===== config.mk =====
export PLATFORM = sky130hd
export DESIGN_NAME = l4_route_seq
export DESIGN_NICKNAME = d
export VERILOG_FILES = /design/src/rtl/l4_seq_pkg.sv /design/src/rtl/l4_onehot_dec.sv /design/src/rtl/l4_route_seq.sv
export SDC_FILE = /design/constraint.sdc
export NUM_CORES = 1
export LEC_CHECK = 0
export ABC_AREA = 1
export CAP_MARGIN = 20
export CORE_UTILIZATION = 45
export CTS_CLUSTER_SIZE = 40
export DETAILED_ROUTE_END_ITERATION = 6
export PLACE_DENSITY = 0.73
export SLEW_MARGIN = 20
export SYNTH_ARGS = -nofsm -noshare
export SYNTH_HDL_FRONTEND = slang
export SYNTH_SLANG_ARGS = --single-unit

===== constraint.sdc =====
create_clock -name clk -period 3.6 [get_ports clk]
set_clock_uncertainty 0.05 [all_clocks]
set_input_delay 0.9 -clock clk [delete_from_list [all_inputs] [get_ports clk]]
set_output_delay 0.9 -clock clk [all_outputs]
set_load 0.01 [all_outputs]

===== src/rtl/l4_seq_pkg.sv =====
// Shared definitions for the L4 routing sequencer:
// cell command codes, status bit positions and FSM state encoding.
package l4_seq_pkg;

    typedef enum logic [1:0] {
        CMD_NOP   = 2'b00,
        CMD_CLEAR = 2'b01,
        CMD_MARK  = 2'b10,
        CMD_STEP  = 2'b11
    } cmd_e;

    localparam int ST_TGT_N   = 0;
    localparam int ST_NO_GROW = 1;
    localparam int ST_SRC_N   = 2;

    typedef enum logic [3:0] {
        S_IDLE,
        S_CLEAR,
        S_MARK_S,
        S_MARK_T,
        S_EXP_ISSUE,
        S_EXP_WAIT,
        S_TR_ISSUE,
        S_TR_WAIT,
        S_DONE
    } state_e;

endpackage


===== src/rtl/l4_onehot_dec.sv =====
// 5-bit index to one-hot decoder of parameterised width.
// Ports: i_idx (index), o_oh (one-hot, zero if index >= W).
module l4_onehot_dec #(
    parameter int W = 32
) (
    input  logic [4:0]   i_idx,
    output logic [W-1:0] o_oh
);

    always_comb begin
        o_oh = '0;
        for (int k = 0; k < W; k++) begin
            if (i_idx == 5'(k)) begin
                o_oh[k] = 1'b1;
            end
        end
    end

endmodule


===== src/rtl/l4_route_seq.sv =====
// Routing sequencer: clear, mark, expand, trace/etch one route
// through the L4 cell array.
// Ports: clk/reset, req_* request handshake with coordinates,
// rsel_v/csel_v/cell_cmd/etch_enb/ret2ue/extend array controls,
// status_in reduced array status, done_* one-cycle result.
module l4_route_seq
    import l4_seq_pkg::*;
#(
    parameter int NROWS      = 32,
    parameter int NCOLS      = 32,
    parameter int STATUS_LAT = 2,
    parameter int MAX_STEPS  = 1023
) (
    input  logic             clk,
    input  logic             reset,
    input  logic             req_valid,
    output logic             req_ready,
    input  logic [4:0]       src_row,
    input  logic [4:0]       src_col,
    input  logic [4:0]       tgt_row,
    input  logic [4:0]       tgt_col,
    output logic [NROWS-1:0] rsel_v,
    output logic [NCOLS-1:0] csel_v,
    output logic [1:0]       cell_cmd,
    output logic             etch_enb,
    output logic             ret2ue,
    output logic             extend,
    input  logic [3:0]       status_in,
    output logic             done_valid,
    output logic             done_ok,
    output logic [9:0]       done_steps
);

    state_e      r_state;
    state_e      w_next;
    logic        w_ok;
    logic [4:0]  r_src_row;
    logic [4:0]  r_src_col;
    logic [4:0]  r_tgt_row;
    logic [4:0]  r_tgt_col;
    logic [9:0]  r_step_cnt;
    logic [10:0] r_tr_cnt;
    logic [2:0]  r_wait_cnt;
    logic        w_wait_end;
    logic        w_same;
    logic        w_mark;
    logic [4:0]  w_row_idx;
    logic [4:0]  w_col_idx;
    logic [NROWS-1:0] w_row_oh;
    logic [NCOLS-1:0] w_col_oh;
    cmd_e        w_cmd;
    logic        w_unused;

    assign w_unused = status_in[3];

    // Last wait cycle: the counter is about to reach zero.
    assign w_wait_end = (r_wait_cnt == 3'd1);
    assign w_same = (r_src_row == r_tgt_row) &&
                    (r_src_col == r_tgt_col);

    always_ff @(posedge clk) begin
        if (reset) begin
            r_state <= S_IDLE;
        end else begin
            r_state <= w_next;
        end
    end

    always_comb begin
        w_next = r_state;
        w_ok   = 1'b0;
        unique case (r_state)
            S_IDLE: begin
                if (req_valid) begin
                    w_next = S_CLEAR;
                end
            end
            S_CLEAR:  w_next = S_MARK_S;
            S_MARK_S: w_next = S_MARK_T;
            S_MARK_T: begin
                if (w_same) begin
                    w_next = S_DONE;
                    w_ok   = 1'b1;
                end else begin
                    w_next = S_EXP_ISSUE;
                end
            end
            S_EXP_ISSUE: w_next = S_EXP_WAIT;
            S_EXP_WAIT: begin
                if (w_wait_end) begin
                    if (!status_in[ST_TGT_N]) begin
                        w_next = S_TR_ISSUE;
                    end else if (status_in[ST_NO_GROW]) begin
                        w_next = S_DONE;
                    end else if (r_step_cnt == 10'(MAX_STEPS)) begin
                        w_next = S_DONE;
                    end else begin
                        w_next = S_EXP_ISSUE;
                    end
                end
            end
            S_TR_ISSUE: w_next = S_TR_WAIT;
            S_TR_WAIT: begin
                if (w_wait_end) begin
                    if (!status_in[ST_SRC_N]) begin
                        w_next = S_DONE;
                        w_ok   = 1'b1;
                    end else if (r_tr_cnt ==
                                 {1'b0, r_step_cnt} + 11'd1) begin
                        w_next = S_DONE;
                    end else begin
                        w_next = S_TR_ISSUE;
                    end
                end
            end
            S_DONE:  w_next = S_IDLE;
            default: w_next = S_IDLE;
        endcase
    end

    always_ff @(posedge clk) begin
        if (reset) begin
            r_src_row  <= '0;
            r_src_col  <= '0;
            r_tgt_row  <= '0;
            r_tgt_col  <= '0;
            r_step_cnt <= '0;
            r_tr_cnt   <= '0;
            r_wait_cnt <= '0;
        end else begin
            if (r_state == S_IDLE && req_valid) begin
                r_src_row  <= src_row;
                r_src_col  <= src_col;
                r_tgt_row  <= tgt_row;
                r_tgt_col  <= tgt_col;
                r_step_cnt <= '0;
                r_tr_cnt   <= '0;
            end
            if (r_state == S_EXP_ISSUE) begin
                if (r_step_cnt != 10'(MAX_STEPS)) begin
                    r_step_cnt <= r_step_cnt + 10'd1;
                end
            end
            if (r_state == S_TR_ISSUE) begin
                r_tr_cnt <= r_tr_cnt + 11'd1;
            end
            if (r_state == S_EXP_ISSUE ||
                r_state == S_TR_ISSUE) begin
                r_wait_cnt <= 3'(STATUS_LAT);
            end else if (r_state == S_EXP_WAIT ||
                         r_state == S_TR_WAIT) begin
                r_wait_cnt <= r_wait_cnt - 3'd1;
            end
        end
    end

    // Outputs are registered from the next state so that each
    // output cycle lines up exactly with its state.
    assign w_mark = (w_next == S_MARK_S) || (w_next == S_MARK_T);
    assign w_row_idx = (w_next == S_MARK_T) ? r_tgt_row : r_src_row;
    assign w_col_idx = (w_next == S_MARK_T) ? r_tgt_col : r_src_col;

    l4_onehot_dec #(.W(NROWS)) u_row_dec (
        .i_idx (w_row_idx),
        .o_oh  (w_row_oh)
    );

    l4_onehot_dec #(.W(NCOLS)) u_col_dec (
        .i_idx (w_col_idx),
        .o_oh  (w_col_oh)
    );

    always_comb begin
        w_cmd = CMD_NOP;
        unique case (1'b1)
            (w_next == S_CLEAR):     w_cmd = CMD_CLEAR;
            w_mark:                  w_cmd = CMD_MARK;
            (w_next == S_EXP_ISSUE): w_cmd = CMD_STEP;
            (w_next == S_TR_ISSUE):  w_cmd = CMD_STEP;
            default:                 w_cmd = CMD_NOP;
        endcase
    end

    always_ff @(posedge clk) begin
        if (reset) begin
            req_ready  <= 1'b1;
            cell_cmd   <= CMD_NOP;
            rsel_v     <= '0;
            csel_v     <= '0;
            etch_enb   <= 1'b0;
            ret2ue     <= 1'b0;
            extend     <= 1'b0;
            done_valid <= 1'b0;
            done_ok    <= 1'b0;
            done_steps <= '0;
        end else begin
            req_ready  <= (w_next == S_IDLE);
            cell_cmd   <= w_cmd;
            rsel_v     <= w_mark ? w_row_oh : '0;
            csel_v     <= w_mark ? w_col_oh : '0;
            etch_enb   <= (w_next == S_TR_ISSUE) ||
                          (w_next == S_TR_WAIT);
            ret2ue     <= (w_next == S_CLEAR);
            extend     <= (w_next == S_MARK_T);
            done_valid <= (w_next == S_DONE);
            done_ok    <= (w_next == S_DONE) && w_ok;
            done_steps <= (w_next == S_DONE) ? r_step_cnt : '0;
        end
    end

endmodule

After elaboration in Yosys (flattened, before gate mapping)
Cells that the tools add are included.

storage, ports and cells
  register bits after elaboration = 130
  bits in latches = 0
  bits in writable memories = 0
  memory bits (read-only) = 0
  input bits = 27
  logic and storage cells = 212
  memories = 0

operators by class
  $add $sub $neg = 4
  multipliers = 0
  divide/modulo/power cells = 0
  magnitude comparators = 0
  equality and inequality tests = 82
  shifts and indexed selects = 0
  multiplexer cells = 88
  bitwise gates (word level) = 2
  reduce and logical (&&, ||, !) cells = 17

operator list
  operator               count
  $eq 5x5->1 const B     32
  $eq 5x4->1 const B     16
  $mux 1                 67
  $eq 5x3->1 const B     8
  $mux 4                 9
  $pmux 4 s8             1
  $mux 10                3
  $eq 4x3->1 const B     7
  $mux 11                2
  $eq 5x2->1 const B     4
  $eq 4x2->1 const B     4
  $add 10x1->11 const B  1
  $add 11x1->11 const B  1
  $eq 11x11->1           1
  $add 10x1->10 const B  1
  $eq 10x10->1 const B   1
  $eq 5x1->1 const B     2
  $eq 5x5->1             2
  $logic_not 5->1        2
  $mux 5                 2
  $ne 10x10->1 const B   1
  $eq 4x1->1 const B     2
  $logic_not 4->1        2
  $reduce_or 2->1        4
  other kinds (10)       18

Depth between registers and ports, before layout
  depth after elaboration = 10
  depth in mapped cells = 19

Modules after synthesis
A second synthesis with hierarchy kept.

unflattened totals
  cells, all modules = 795
  area, all modules = 5530.3 sq um

by module, submodules not included
  module         instances  cells an instance  area an instance (sq um)  sequential area each (sq um)
  l4_route_seq   1          665                4992.3                    2602.5
  l4_onehot_dec  2          65                 269.0                     0.0

Least setup slack after synthesis
OpenSTA, ideal clock, no wires.

  path type = input to register
  start = in reset
  end = reg rsel_v[19]
  library setup time = 65 ps
  data arrival time = 1996 ps
  setup slack = 1489 ps
  cell stages on the path = 7
  path through = buf_4 > nor2_1 > inv_1 > or2_2 > buf_1 > clkbuf_1 > nor2_1

between the ends
  cells in the longest elaborated chain, start to end = 1

RTL lines
  what                              line                 source
  start: declaration                l4_route_seq.sv:15   input logic reset,
  $reduce_or 2->1 (no source line)  n/a
  end signal: assignment            l4_route_seq.sv:199  rsel_v <= w_mark ? w_row_oh : '0;
  end: declaration                  l4_route_seq.sv:22   output logic [NROWS-1:0] rsel_v,

Every way passes these cells.
A chain may end at the register's enable or synchronous reset.

Worst setup path in the final report
  start = reg r_state[1]
  end = reg rsel_v[9]

between the ends
  cells in the longest elaborated chain, start to end = 6
  elaborated cells on any way between the ends = 20

RTL lines
  what                                               line                                      source
  start: declaration                                 l4_route_seq.sv:34                        state_e r_state;
  start signal: assignment                           l4_route_seq.sv:65                        r_state <= w_next;
  $eq 4x3->1 (tied with other cells)                 l4_route_seq.sv:72                        unique case (r_state)
  $pmux 4 s8 (*)                                     l4_route_seq.sv:72
  $eq 4x2->1 (on tied branches)                      l4_route_seq.sv:159, l4_route_seq.sv:160
  $mux 5 / $logic_or 1x1->1 (equally long branches)  l4_route_seq.sv:160, l4_route_seq.sv:159
  $eq 5x4->1 / $not 1->1 (equally long branches)     n/a
  $mux 1 / $reduce_or 2->1 (equally long branches)   n/a

Every way passes the cells marked *; elsewhere a longest branch is shown, timed or not.

==> out/qor.txt <==
vias in the first global route = 4227
final period utilization = 65.4%
number of I/O pins = 109
drt pass-1 iters = 5
port bufs = 107
layout cells sized above 1 = 7.57%
final setup vio count = 0
core area = 10800 um2
Slowest-stage cell, CP = o21ai_0
post-layout minimum cycle time = 2.36 ns
vias per cell = 4.93
dpl ws = 0.985 ns
Primary FF master, synth = dfxtp_1
Hold-fix buffers, CTS = 0
CP endpoint kind = flip-flop
Nets = 797
Worst-path clk slew = 0.06 ns
asr flop ratio synth = 0%
GP Congestion = 0.854
Synth area leaders = dfxtp_1, nand2_1, nor2_1, inv_1, a21oi_1
Die H = 108 um
Slew @ Worst Pin = 0.614 ns
crit path DAT = 2.76 ns
startpoint types = flip-flop
WL final = 11.6 mm
CTS Sinks = 130
sequential-to-total area share from yosys stat = 51.9%
Fin. Hold Viols = 0
Clk Latency, worst-skew pair = 0.52 ns
post_cts resized = 0
Syn Area/Cell = 7.65 um2
Most common cell on crit path = inv_1
synthesized instance count = 656
largest net degree at the start of global routing = 44
die width = 108 um
fin worst setup slack = 1.24 ns
synthesis-to-finish area growth = 34.8%
count of unique library cells instantiated by Yosys = 35
total track usage = 21.3%
Initial DRC Count = 242
H-tree levels = 4
total number of vias = 4534
DPL Wire Length = 8.52 mm
Routed WL per cell = 12.6 um
Syn. warnings = 0
total negative slack = 0 ns
die area = 11600 um2
antenna cells = 0
Synth area leader = dfxtp_1
number of synthesized flops with an enable pin = 0
starting density of the core = 46.3%
CTS tree = done
CP cell instances = inv_1 > nor2_1 > inv_1 > nor3_2 > inv_1 > o21ai_0 > inv_1 > nor2_1 > nand2_1 > nor2_1
setup slack, reg-to-reg = 1.24 ns
Setup CP Type = reg2reg
total gr overflow = 0
Synth Cell Area = 5020 um2
headroom to the max-slew limit = 58.9%
DRT antenna net count = 0
Max stage delay on crit path = 0.43 ns
Post-CTS Setup Inserts = 0
Post-Syn Nets = 687
total CTS buffers = 17
max cap viols = 0
initial antenna violation count = 0
fill cell count = 949
commonest non-fill, non-tap cell in the layout = nand2_1
DRC Markers = 0
RSZ-0062 raised after global routing = no
f_max = 425 MHz
Core Rows = 38
leakage power = 2.64 nW
max-slew violation count = 0
status = finished clean
critical path required time = 4.00 ns
power per cell area = 545 nW/um2
Worst Hold Class = reg2reg
worst-path fanout max = 18
CTS max path bufs = 2
first-pass GRT wire length = 19.0 mm
VDD IR max = 294 uV
root buf cell = clkbuf_8
most frequent cells in the layout = nand2_1, dfxtp_1, nor2_1
register bit total from synthesis = 130
share of the synthesized area in the top cell type = 51.9%
## logic make-up (layout without fill, tap and decap cells)
group                      count (synthesis)  count (layout)  share of synthesized area, %
AOI/OAI and AO/OA                        103             103                          11.5
xor gates and xnor gates                   4               4                         0.973
adders and majority gates                  4               4                         0.998
buffers and inverters                    101             224                          8.03
DFF                                      130             130                          51.9
and+or+nand+nor                          314             314                          26.6
## registers in the layout, summed over array words and instances (netlist names), 5 cells and up
name,count
csel_v,32
done_steps,10
r_src_col,5
r_src_row,5
r_step_cnt,10
r_tgt_col,5
r_tgt_row,5
r_tr_cnt,11
rsel_v,32
## worst max-delay path: cells and delay by family (launching register included)
kind / cells / cell delay [ns]
and+or+nand+nor: 5 / 0.86
buffers and inverters: 4 / 0.57
AOI/OAI and AO/OA: 1 / 0.43
DFF: 1 / 0.37
## layout make-up
| class | count | area [um2] | share of cell area (%) |
|---|---|---|---|
| sequential | 130 | 2600 | 38.5 |
| multi-input combinational | 425 | 2010 | 29.7 |
| timing repair buffer | 110 | 1090 | 16.2 |
| clock buffer | 17 | 414 | 6.12 |
| inverter | 82 | 308 | 4.55 |
| tap | 140 | 175 | 2.59 |
| clock inverter | 15 | 160 | 2.37 |
## layer usage
layer,GRT usage (%),wire [um]
met1,25.5,5080
met2,35.9,5640
met3,5.02,651
met4,9.88,222
met5,0,0
## cells in the mapped netlist, types with 2 or more instances
cell type and n:
a221oi_1 4, or2_2 2, nand2_1 139, buf_1 2
buf_2 3, o21ai_0 40, xor2_1 3, ha_1 4
nor2_1 124, nand2_2 4, a22oi_1 3, clkbuf_1 12
inv_1 80, a311oi_1 2, o221a_2 2, nand4_1 2
a21oi_1 42, dfxtp_1 130, nor3_1 4, nor2_4 10
nand3_1 25, a211oi_1 6
## report_power, final
part	internal, W	switching [W]	total (W)
logic	0.000167	0.000330	0.000497
clock network	0.000990	0.000658	0.00165
registers	0.00150	0.0000368	0.00154
## path summary, 6_finish.rpt
kind | start | to | cells past startpoint
min | r_src_row[4] | r_src_row[4] | 2
max | r_state[1] | rsel_v[9] | 10
max reg2reg | r_state[1] | rsel_v[9] | 10
min reg2reg | r_src_row[4] | r_src_row[4] | 2
## per-stage QoR
step | hold WS [ns] | utilization [%] | std cells | area [um2] | total power, W
after floorplan | 0.395 | - | 656 | 5020 | 0.00190
after global placement | 0.408 | 57.1 | 887 | 6190 | 0.00205
after detailed placement | 0.429 | 57.1 | 887 | 6190 | 0.00206
after CTS | 0.436 | 62.4 | 919 | 6760 | 0.00371
after global routing | 0.452 | 62.4 | 919 | 6760 | 0.00385
final | 0.429 | 62.4 | 919 | 6760 | 0.00368
(Power assumes the default switching activity.)
